### config.mk
export PLATFORM = sky130hd
export DESIGN_NAME = td4x_core
export DESIGN_NICKNAME = d
export VERILOG_FILES = /design/src/rtl/td4x_pkg.sv /design/src/rtl/td4x_progmem.sv /design/src/rtl/td4x_core.sv
export SDC_FILE = /design/constraint.sdc
export NUM_CORES = 1
export LEC_CHECK = 0
export ABC_AREA = 1
export CAP_MARGIN = 20
export CORE_MARGIN = 2
export CORE_UTILIZATION = 45
export CTS_BUF_LIST = sky130_fd_sc_hd__clkbuf_4
export DETAILED_ROUTE_END_ITERATION = 10
export MAX_ROUTING_LAYER = met4
export PLACE_DENSITY = 0.65
export SYNTH_ARGS = -nofsm -noshare
export SYNTH_HDL_FRONTEND = slang
export SYNTH_SLANG_ARGS = --single-unit
### constraint.sdc
create_clock -name clk -period 3.97 [get_ports clk]
set_input_delay 1.191 -clock clk [delete_from_list [all_inputs] [get_ports clk]]
set_output_delay 1.191 -clock clk [all_outputs]
set_load 0.005 [all_outputs]
### src/rtl/td4x_pkg.sv
// td4x_pkg: shared encodings for the TD4X core.
//   - opcode constants for the 4-bit instruction field
//   - run-control mode encoding driven by the mode input
//   - run-control FSM state enum (also exported on the state port)
package td4x_pkg;

  localparam logic [3:0] OP_ADD_A  = 4'b0000;  // A = A + imm
  localparam logic [3:0] OP_MOV_AB = 4'b0001;  // A = B
  localparam logic [3:0] OP_IN_A   = 4'b0010;  // A = in_port
  localparam logic [3:0] OP_MOV_A  = 4'b0011;  // A = imm
  localparam logic [3:0] OP_MOV_BA = 4'b0100;  // B = A
  localparam logic [3:0] OP_ADD_B  = 4'b0101;  // B = B + imm
  localparam logic [3:0] OP_IN_B   = 4'b0110;  // B = in_port
  localparam logic [3:0] OP_MOV_B  = 4'b0111;  // B = imm
  localparam logic [3:0] OP_OUT_B  = 4'b1001;  // OUT = B
  localparam logic [3:0] OP_OUT_IM = 4'b1011;  // OUT = imm
  localparam logic [3:0] OP_JNC    = 4'b1110;  // jump if carry clear
  localparam logic [3:0] OP_JMP    = 4'b1111;  // unconditional jump

  localparam logic [1:0] MODE_LOAD = 2'b00;
  localparam logic [1:0] MODE_READ = 2'b01;
  localparam logic [1:0] MODE_RUN  = 2'b10;
  localparam logic [1:0] MODE_STEP = 2'b11;

  typedef enum logic [1:0] {
    ST_IDLE      = 2'b00,
    ST_RUN       = 2'b01,
    ST_STEP_WAIT = 2'b10,
    ST_HALT      = 2'b11
  } state_e;

endpackage

### src/rtl/td4x_progmem.sv
// td4x_progmem: program store of 2**ADDR_W entries of {op[3:0], imm}.
// Ports:
//   clk, rst        clock, synchronous active-high reset (clears every entry)
//   we_i            write strobe (already qualified by LOAD mode in the core)
//   waddr_i         write address
//   wop_i, wimm_i   entry written on the clock edge
//   raddr_i         combinational read address
//   rop_o, rimm_o   entry at raddr_i
module td4x_progmem #(
  parameter int DATA_W = 4,
  parameter int ADDR_W = 4
) (
  input  logic              clk,
  input  logic              rst,
  input  logic              we_i,
  input  logic [ADDR_W-1:0] waddr_i,
  input  logic [3:0]        wop_i,
  input  logic [DATA_W-1:0] wimm_i,
  input  logic [ADDR_W-1:0] raddr_i,
  output logic [3:0]        rop_o,
  output logic [DATA_W-1:0] rimm_o
);

  localparam int DEPTH = 2 ** ADDR_W;

  logic [3:0]        op_q  [DEPTH];
  logic [DATA_W-1:0] imm_q [DEPTH];

  // NOTE: the store is flop-based so that reset can clear every entry; a reset
  // clear rules out mapping onto RAM macros, which is acceptable at this depth.
  always_ff @(posedge clk) begin
    if (rst) begin
      for (int i = 0; i < DEPTH; i++) begin
        op_q[i]  <= '0;
        imm_q[i] <= '0;
      end
    end else if (we_i) begin
      op_q[waddr_i]  <= wop_i;
      imm_q[waddr_i] <= wimm_i;
    end
  end

  assign rop_o  = op_q[raddr_i];
  assign rimm_o = imm_q[raddr_i];

endmodule

### src/rtl/td4x_core.sv
// td4x_core: parametrised TD4-style CPU with program memory and run control.
// Ports:
//   clk, rst                      clock, synchronous active-high reset
//   mode                          00 LOAD, 01 READ, 10 RUN, 11 STEP
//   step                          level input; each rising edge executes one
//                                 instruction while in STEP_WAIT
//   prog_addr/prog_op/prog_imm    program write/inspect port
//   prog_we                       write strobe, honoured only in LOAD
//   rd_op, rd_imm                 entry at prog_addr (LOAD/READ) or at pc
//   in_port                       input port for IN A / IN B
//   bp_en, bp_addr                PC breakpoint (only with the macro below)
//   reg_a, reg_b, out_port, carry, pc   architectural state
//   state, halted                 run-control FSM state
// Build option: define TD4X_BREAKPOINT_EN to enable the PC breakpoint.
module td4x_core
  import td4x_pkg::*;
#(
  parameter int DATA_W  = 4,
  parameter int ADDR_W  = 4,
  parameter int CLK_DIV = 1
) (
  input  logic              clk,
  input  logic              rst,
  input  logic [1:0]        mode,
  input  logic              step,
  input  logic [ADDR_W-1:0] prog_addr,
  input  logic [3:0]        prog_op,
  input  logic [DATA_W-1:0] prog_imm,
  input  logic              prog_we,
  output logic [3:0]        rd_op,
  output logic [DATA_W-1:0] rd_imm,
  input  logic [DATA_W-1:0] in_port,
  input  logic              bp_en,
  input  logic [ADDR_W-1:0] bp_addr,
  output logic [DATA_W-1:0] reg_a,
  output logic [DATA_W-1:0] reg_b,
  output logic [DATA_W-1:0] out_port,
  output logic              carry,
  output logic [ADDR_W-1:0] pc,
  output logic [1:0]        state,
  output logic              halted
);

  if (DATA_W < ADDR_W) begin : g_bad_width
    $error("td4x_core: DATA_W must be >= ADDR_W");
  end
  if (CLK_DIV < 1) begin : g_bad_div
    $error("td4x_core: CLK_DIV must be >= 1");
  end

  localparam int                DIV_W    = (CLK_DIV > 1) ? $clog2(CLK_DIV) : 1;
  localparam logic [DIV_W-1:0]  DIV_LAST = DIV_W'(CLK_DIV - 1);

  state_e              state_q, state_d;
  logic [ADDR_W-1:0]   pc_q, pc_d;
  logic [DATA_W-1:0]   a_q, a_d;
  logic [DATA_W-1:0]   b_q, b_d;
  logic [DATA_W-1:0]   out_q, out_d;
  logic                carry_q, carry_d;
  logic [DIV_W-1:0]    div_q, div_d;
  logic                step_q;

  logic [3:0]          cur_op;
  logic [DATA_W-1:0]   cur_imm;
  logic [ADDR_W-1:0]   rd_addr;
  logic                prog_mode;
  logic                bp_hit;

  // ---------------------------------------------------------------------------
  // Program memory. Inspection modes read at prog_addr, execution reads at pc.
  // ---------------------------------------------------------------------------
  assign prog_mode = (mode == MODE_LOAD) || (mode == MODE_READ);
  assign rd_addr   = prog_mode ? prog_addr : pc_q;

  td4x_progmem #(
    .DATA_W (DATA_W),
    .ADDR_W (ADDR_W)
  ) u_progmem (
    .clk     (clk),
    .rst     (rst),
    .we_i    ((mode == MODE_LOAD) && prog_we),
    .waddr_i (prog_addr),
    .wop_i   (prog_op),
    .wimm_i  (prog_imm),
    .raddr_i (rd_addr),
    .rop_o   (cur_op),
    .rimm_o  (cur_imm)
  );

  assign rd_op  = cur_op;
  assign rd_imm = cur_imm;

`ifdef TD4X_BREAKPOINT_EN
  assign bp_hit = bp_en && (pc_q == bp_addr);
`else
  logic unused_bp;
  assign unused_bp = ^{bp_en, bp_addr};
  assign bp_hit    = 1'b0;
`endif

  // ---------------------------------------------------------------------------
  // Decode helpers
  // ---------------------------------------------------------------------------
  logic [DATA_W:0]   sum_a, sum_b;
  logic              jump_taken;
  logic [ADDR_W-1:0] jump_tgt;
  logic [ADDR_W-1:0] pc_next;

  assign sum_a      = {1'b0, a_q} + {1'b0, cur_imm};
  assign sum_b      = {1'b0, b_q} + {1'b0, cur_imm};
  // JNC looks at carry as it stood before this instruction updates it.
  assign jump_taken = (cur_op == OP_JMP) || ((cur_op == OP_JNC) && !carry_q);
  assign jump_tgt   = cur_imm[ADDR_W-1:0];
  assign pc_next    = jump_taken ? jump_tgt : pc_q + ADDR_W'(1);

  // ---------------------------------------------------------------------------
  // Run-control FSM and datapath next-state
  // ---------------------------------------------------------------------------
  logic exec;
  logic clear;

  // NOTE: every signal written here gets its default first so that no path
  // leaves one unassigned, which would infer a latch.
  always_comb begin
    state_d = state_q;
    div_d   = div_q;
    exec    = 1'b0;
    clear   = 1'b0;

    unique case (state_q)
      ST_IDLE: begin
        if (mode == MODE_RUN) begin
          state_d = ST_RUN;
          clear   = 1'b1;
        end else if (mode == MODE_STEP) begin
          state_d = ST_STEP_WAIT;
          clear   = 1'b1;
        end
      end
      ST_RUN: begin
        if (mode == MODE_STEP) begin
          state_d = ST_STEP_WAIT;
        end else if (prog_mode) begin
          state_d = ST_IDLE;
        end else if (div_q == DIV_LAST) begin
          div_d = '0;
          if (bp_hit) begin
            state_d = ST_HALT;
          end else begin
            exec = 1'b1;
            // A jump onto itself would spin forever; stop instead.
            if (jump_taken && (jump_tgt == pc_q)) state_d = ST_HALT;
          end
        end else begin
          div_d = div_q + DIV_W'(1);
        end
      end
      ST_STEP_WAIT: begin
        if (mode == MODE_RUN) begin
          state_d = ST_RUN;
          div_d   = '0;
        end else if (prog_mode) begin
          state_d = ST_IDLE;
        end else if (step && !step_q) begin
          exec = 1'b1;
        end
      end
      ST_HALT: begin
        if (mode == MODE_STEP)  state_d = ST_STEP_WAIT;
        else if (prog_mode)     state_d = ST_IDLE;
      end
      default: state_d = ST_IDLE;
    endcase
  end

  always_comb begin
    pc_d    = pc_q;
    a_d     = a_q;
    b_d     = b_q;
    out_d   = out_q;
    carry_d = carry_q;

    if (clear) begin
      pc_d    = '0;
      a_d     = '0;
      b_d     = '0;
      out_d   = '0;
      carry_d = 1'b0;
    end else if (exec) begin
      pc_d    = pc_next;
      carry_d = 1'b0;  // only the two ADDs leave carry set
      case (cur_op)
        OP_ADD_A: begin
          a_d     = sum_a[DATA_W-1:0];
          carry_d = sum_a[DATA_W];
        end
        OP_MOV_AB: a_d   = b_q;
        OP_IN_A:   a_d   = in_port;
        OP_MOV_A:  a_d   = cur_imm;
        OP_MOV_BA: b_d   = a_q;
        OP_ADD_B: begin
          b_d     = sum_b[DATA_W-1:0];
          carry_d = sum_b[DATA_W];
        end
        OP_IN_B:   b_d   = in_port;
        OP_MOV_B:  b_d   = cur_imm;
        OP_OUT_B:  out_d = b_q;
        OP_OUT_IM: out_d = cur_imm;
        default: ;  // jumps and undefined opcodes only move pc
      endcase
    end
  end

  // NOTE: sequential state uses non-blocking assignments so all flops update
  // from the same pre-edge values regardless of statement order.
  always_ff @(posedge clk) begin
    if (rst) begin
      state_q <= ST_IDLE;
      pc_q    <= '0;
      a_q     <= '0;
      b_q     <= '0;
      out_q   <= '0;
      carry_q <= 1'b0;
      div_q   <= '0;
      step_q  <= 1'b0;
    end else begin
      state_q <= state_d;
      pc_q    <= pc_d;
      a_q     <= a_d;
      b_q     <= b_d;
      out_q   <= out_d;
      carry_q <= carry_d;
      div_q   <= div_d;
      step_q  <= step;
    end
  end

  assign reg_a    = a_q;
  assign reg_b    = b_q;
  assign out_port = out_q;
  assign carry    = carry_q;
  assign pc       = pc_q;
  assign state    = state_q;
  assign halted   = (state_q == ST_HALT);

endmodule

==> results.yml <==
placed_design:
  placed_area_mm2: 0.00899
  place.port_buffers: 49
  dp_hpwl_mm: 14.7
  placedCellCount: 1233
  gp_routability_congestion: 0.902
power_and_ir_drop:
  power_density_mw_per_mm2: 361
  clockPowerShare_pct: 29.6
  net-switching-power_mw: 1.01
  internal_power_mw: 2.47
  ir_drop_mv: 0.186
  switching_part_of_the_total_pct: 29.0
  power.sequential.fraction_pct: 51.3
  power.share.combinational_pct: 19.1
  power.static_leakage_nw: 4.15
sta:
  tightestPinTransition_ps: 823
  final.hold.worst_slack_ps: 507
  timing.setup.tns_ps: -196
  maximum_clock_frequency_mhz: 246
  setup_violations: 2
  skew_ps: 18.2
  worst_setup_margin_ps: -103
  maxSlewHeadroom_pct: 45.1
  maxSlewViolCount: 0
  final.min_clock_period_ps: 4070
  hold_violations: 0
  post-route-period-util_pct: 103
  grt_setup_unrepaired: "true"
drt:
  dr_wl_met2_mm: 10.1
  route.met3.wl_mm: 1.78
  antenna_violating_nets_post_route: 0
  post-route-drc-count: 0
  wl_per_cell_um: 16.9
  drt-total-wl_mm: 21.6
  wl_met1_mm: 9.29
  detailroute.via_count: 6656
  drt_pre_antenna_iters: 6
  routed_via_density: 5.21
  drt_iter0_drc: 631
  top_layer_used: "met4"
cts:
  cts_tree: "done"
  cts.root.buffer_cell: "clkbuf_4"
  cts.sinks: 148
  clockBufferDepth: 2
  total_clock_buffers_created_by_cts: 17
  reg_clk_slew_reported_paths_ps: 120
  ctsHtreeMaxLevel: 4
  clkLatencyLatePin_ps: 560
grt:
  maximum_number_of_pins_on_one_net_before_global_route_repair: 31
  first_global_vias: 6209
  antenna_found_initial: 1
  global_route_wire_length_before_repair_mm: 33.2
  gr-total-overflow: 0
  globalRouteTotalUtil_pct: 24.9
run:
  maxCapViolations: 0
floorplanning:
  die_width_um: 135
  pin_count: 55
  std_cell_rows: 48
  design.core.area_mm2: 0.0171
  die_area_mm2: 0.0183
  starting_density_of_the_core_pct: 45.4
  dieHeight_um: 135
critical_path:
  timing.critical_path.to_type: "output port"
  worst_path_largest_cell_delay_ps: 500
  r2r_cells: 18
  crit_family: "buffers and inverters"
  worst-setup-path-type: "input pin to output port"
  crit_path_cell_chain: "buf_4 > buf_4 > o21ai_4 > buf_6 > nand3_1 > nand3_1 > nand3_1 > nand2_2 > clkdlybuf4s50_1"
  worst_setup_path_startpoint: "mode[1]"
  count_of_buffering_cells_on_the_critical_path_with_inverters_included: 4
  cpMaxStageDelayCell: "clkdlybuf4s50_1"
  crit_fanout: 8
  cp_data_arrival_time_ps: 2880
  worst_setup_path_start_kind: "input pin"
  r2r-end: "carry$_SDFFE_PP0P_"
  crit_path_end: "rd_op[3]"
  required_ps: 2780
  number_of_cells_on_the_critical_path: 9
  regToRegStartpoint: "pc[0]$_SDFFE_PP0P_"
  crit_top_cell: "nand3_1"
  r2r_slack_ps: 920
yosys:
  post_synth_instance_area_mm2: 0.00777
  synthDominantAreaCellType: "edfxtp_1"
  postSynthNetCount: 960
  synth-seq-area-share_pct: 54.6
  synthesis.area_per_instance_um2: 8.48
  synth_seq_cells: 148
  synth_top_area_share_pct: 49.4
  syn_inst: 917
  synthesis_warning_total: 0
  synth.area.top_cells: "edfxtp_1, nand2_1, nand3_1, nor2_1, dfxtp_1"
  yosys.cell_types.count: 34
finish:
  layout-drive-gt1-share_pct: 16.4
  synthToLayoutAreaGrowth_pct: 24.2
  finalNetCount: 1080
  final_core_utilization_pct: 56.4
  final_area_mm2: 0.00966
  finalNonFillerCells: 1277
worst_hold_path:
  hold_path.class: "register to register"
status:
  status: "complete, but fails checks"
  violations: "negative setup slack"
-- power by group through the flow --
stage / logic (mW) / clock network, mW / registers, mW
2_1_floorplan: 0.351 / 0 / 1.81
3_3_place_gp: 0.609 / 0 / 1.82
3_5_place_dp: 0.614 / 0 / 1.82
4_1_cts: 0.651 / 1.05 / 1.79
5_1_grt: 0.731 / 1.11 / 1.79
6_report: 0.666 / 1.03 / 1.79
-- synthesized netlist by cell type --
cell	instances
o21ai_1	3
nand3_2	1
a21oi_1	25
edfxtp_1	128
nor2_2	3
nand2_4	2
buf_2	9
xnor2_1	1
a31o_2	1
nor2_1	164
a221oi_1	1
nand4_1	3
dfxtp_1	20
o211ai_1	10
ha_1	14
nor2_4	2
o22ai_1	1
buf_6	3
clkbuf_1	12
inv_2	5
o21ai_2	4
nand2_2	10
buf_4	7
inv_1	86
o21ai_0	9
nor3_1	4
nand3b_1	3
nand3_1	139
a211oi_1	1
clkinv_1	2
nor3_4	1
nand2_1	236
xor2_1	5
fa_1	2
-- layout by cell type, fill, tap and decap left out, types with 3 or more instances in the layout --
master	Yosys	final
nor3_1	4	4
nand3_1	139	119
clkinv_4	0	3
nand4_1	3	3
nand3_2	1	21
buf_12	0	7
ha_1	14	14
xor2_1	5	5
bufinv_16	0	3
dlymetal6s2s_1	0	4
inv_6	0	3
clkdlybuf4s50_1	0	38
clkbuf_4	0	18
a21oi_1	25	25
nand3b_1	3	3
o211ai_1	10	10
o21ai_0	9	9
nor2_2	3	3
nor2_1	164	164
inv_2	5	6
clkinv_1	2	3
buf_6	3	8
inv_1	86	84
edfxtp_1	128	128
buf_4	7	66
nand2_4	2	3
nand2_1	236	233
dlygate4sd2_1	0	3
o21ai_1	3	3
nand2_2	10	11
dfxtp_1	20	20
-- logic make-up (layout without fill, tap and decap cells) --
logic type / after synthesis / in the layout / synth area share (%)
compound gates: 55 / 55 / 4.20
xor+xnor: 6 / 6 / 0.676
fa+ha+maj: 16 / 16 / 2.77
buf+inv: 124 / 257 / 6.76
flops: 148 / 148 / 54.6
other cells: 0 / 2 / 0
simple gates: 568 / 568 / 31.0
-- registers in the layout, indices dropped and copies added, names as in the netlist --
name / flops
u_progmem.op_q: 64
out_port: 4
step_q: 1
pc: 4
state: 2
carry: 1
reg_a: 4
reg_b: 4
u_progmem.imm_q: 64
-- through the flow --
stage,worst slack (ps),power [mW]
after floorplan,428,2.16
after detailed placement,-634,2.44
after CTS,-133,3.49
final,-103,3.48
after global routing,-191,3.63
after global placement,-631,2.43
-- metal layers --
metal	track usage, %	up-vias
met5	-	-
met4	8.16	0
met3	5.65	32
met2	38.0	271
met1	33.3	3084
li1	-	3269
-- repair_timing --
item                                    CTS  global route
buffers inserted                          4             1
resized for setup                        55            12
endpoints found under the setup margin    8             8
cloned                                    3             2
hold buffers                              0             0
pin swaps                                 7             3
-- area by class of cell --
| cell class | instances | area, um2 |
|---|---|---|
| fill | 1551 | 7460 |
| sequential | 148 | 4240 |
| multi-input combinational | 645 | 3150 |
| timing repair buffer | 132 | 1310 |
| inverter | 93 | 357 |
| tap | 225 | 282 |
| clock inverter | 14 | 178 |
| clock buffer | 18 | 135 |
| antenna | 2 | 5.00 |
-- worst reg2reg max path: cells and delay by family, from the launching register on --
family                   cells  cell delay, ps
AND/OR/NAND/NOR              9            1030
adder cells (fa/ha/maj)      2             590
buffers and inverters        5             570
flip-flops                   1             500
AO/OA/AOI/OAI                2             320
-- worst min-delay path by stage --
stage,start,end,slack [ps],depth (start not counted)
floorplan,reg_a[1]$_SDFFE_PP0P_,reg_a[1]$_SDFFE_PP0P_,490,2
global placement,out_port[0]$_SDFFE_PP0P_,out_port[0]$_SDFFE_PP0P_,480,2
detailed placement,out_port[2]$_SDFFE_PP0P_,out_port[2]$_SDFFE_PP0P_,480,2
CTS,out_port[0]$_SDFFE_PP0P_,out_port[0]$_SDFFE_PP0P_,520,2
global route,reg_a[0]$_SDFFE_PP0P_,reg_a[0]$_SDFFE_PP0P_,530,2
finish,out_port[0]$_SDFFE_PP0P_,out_port[0]$_SDFFE_PP0P_,510,2
(Power assumes the default switching activity.)
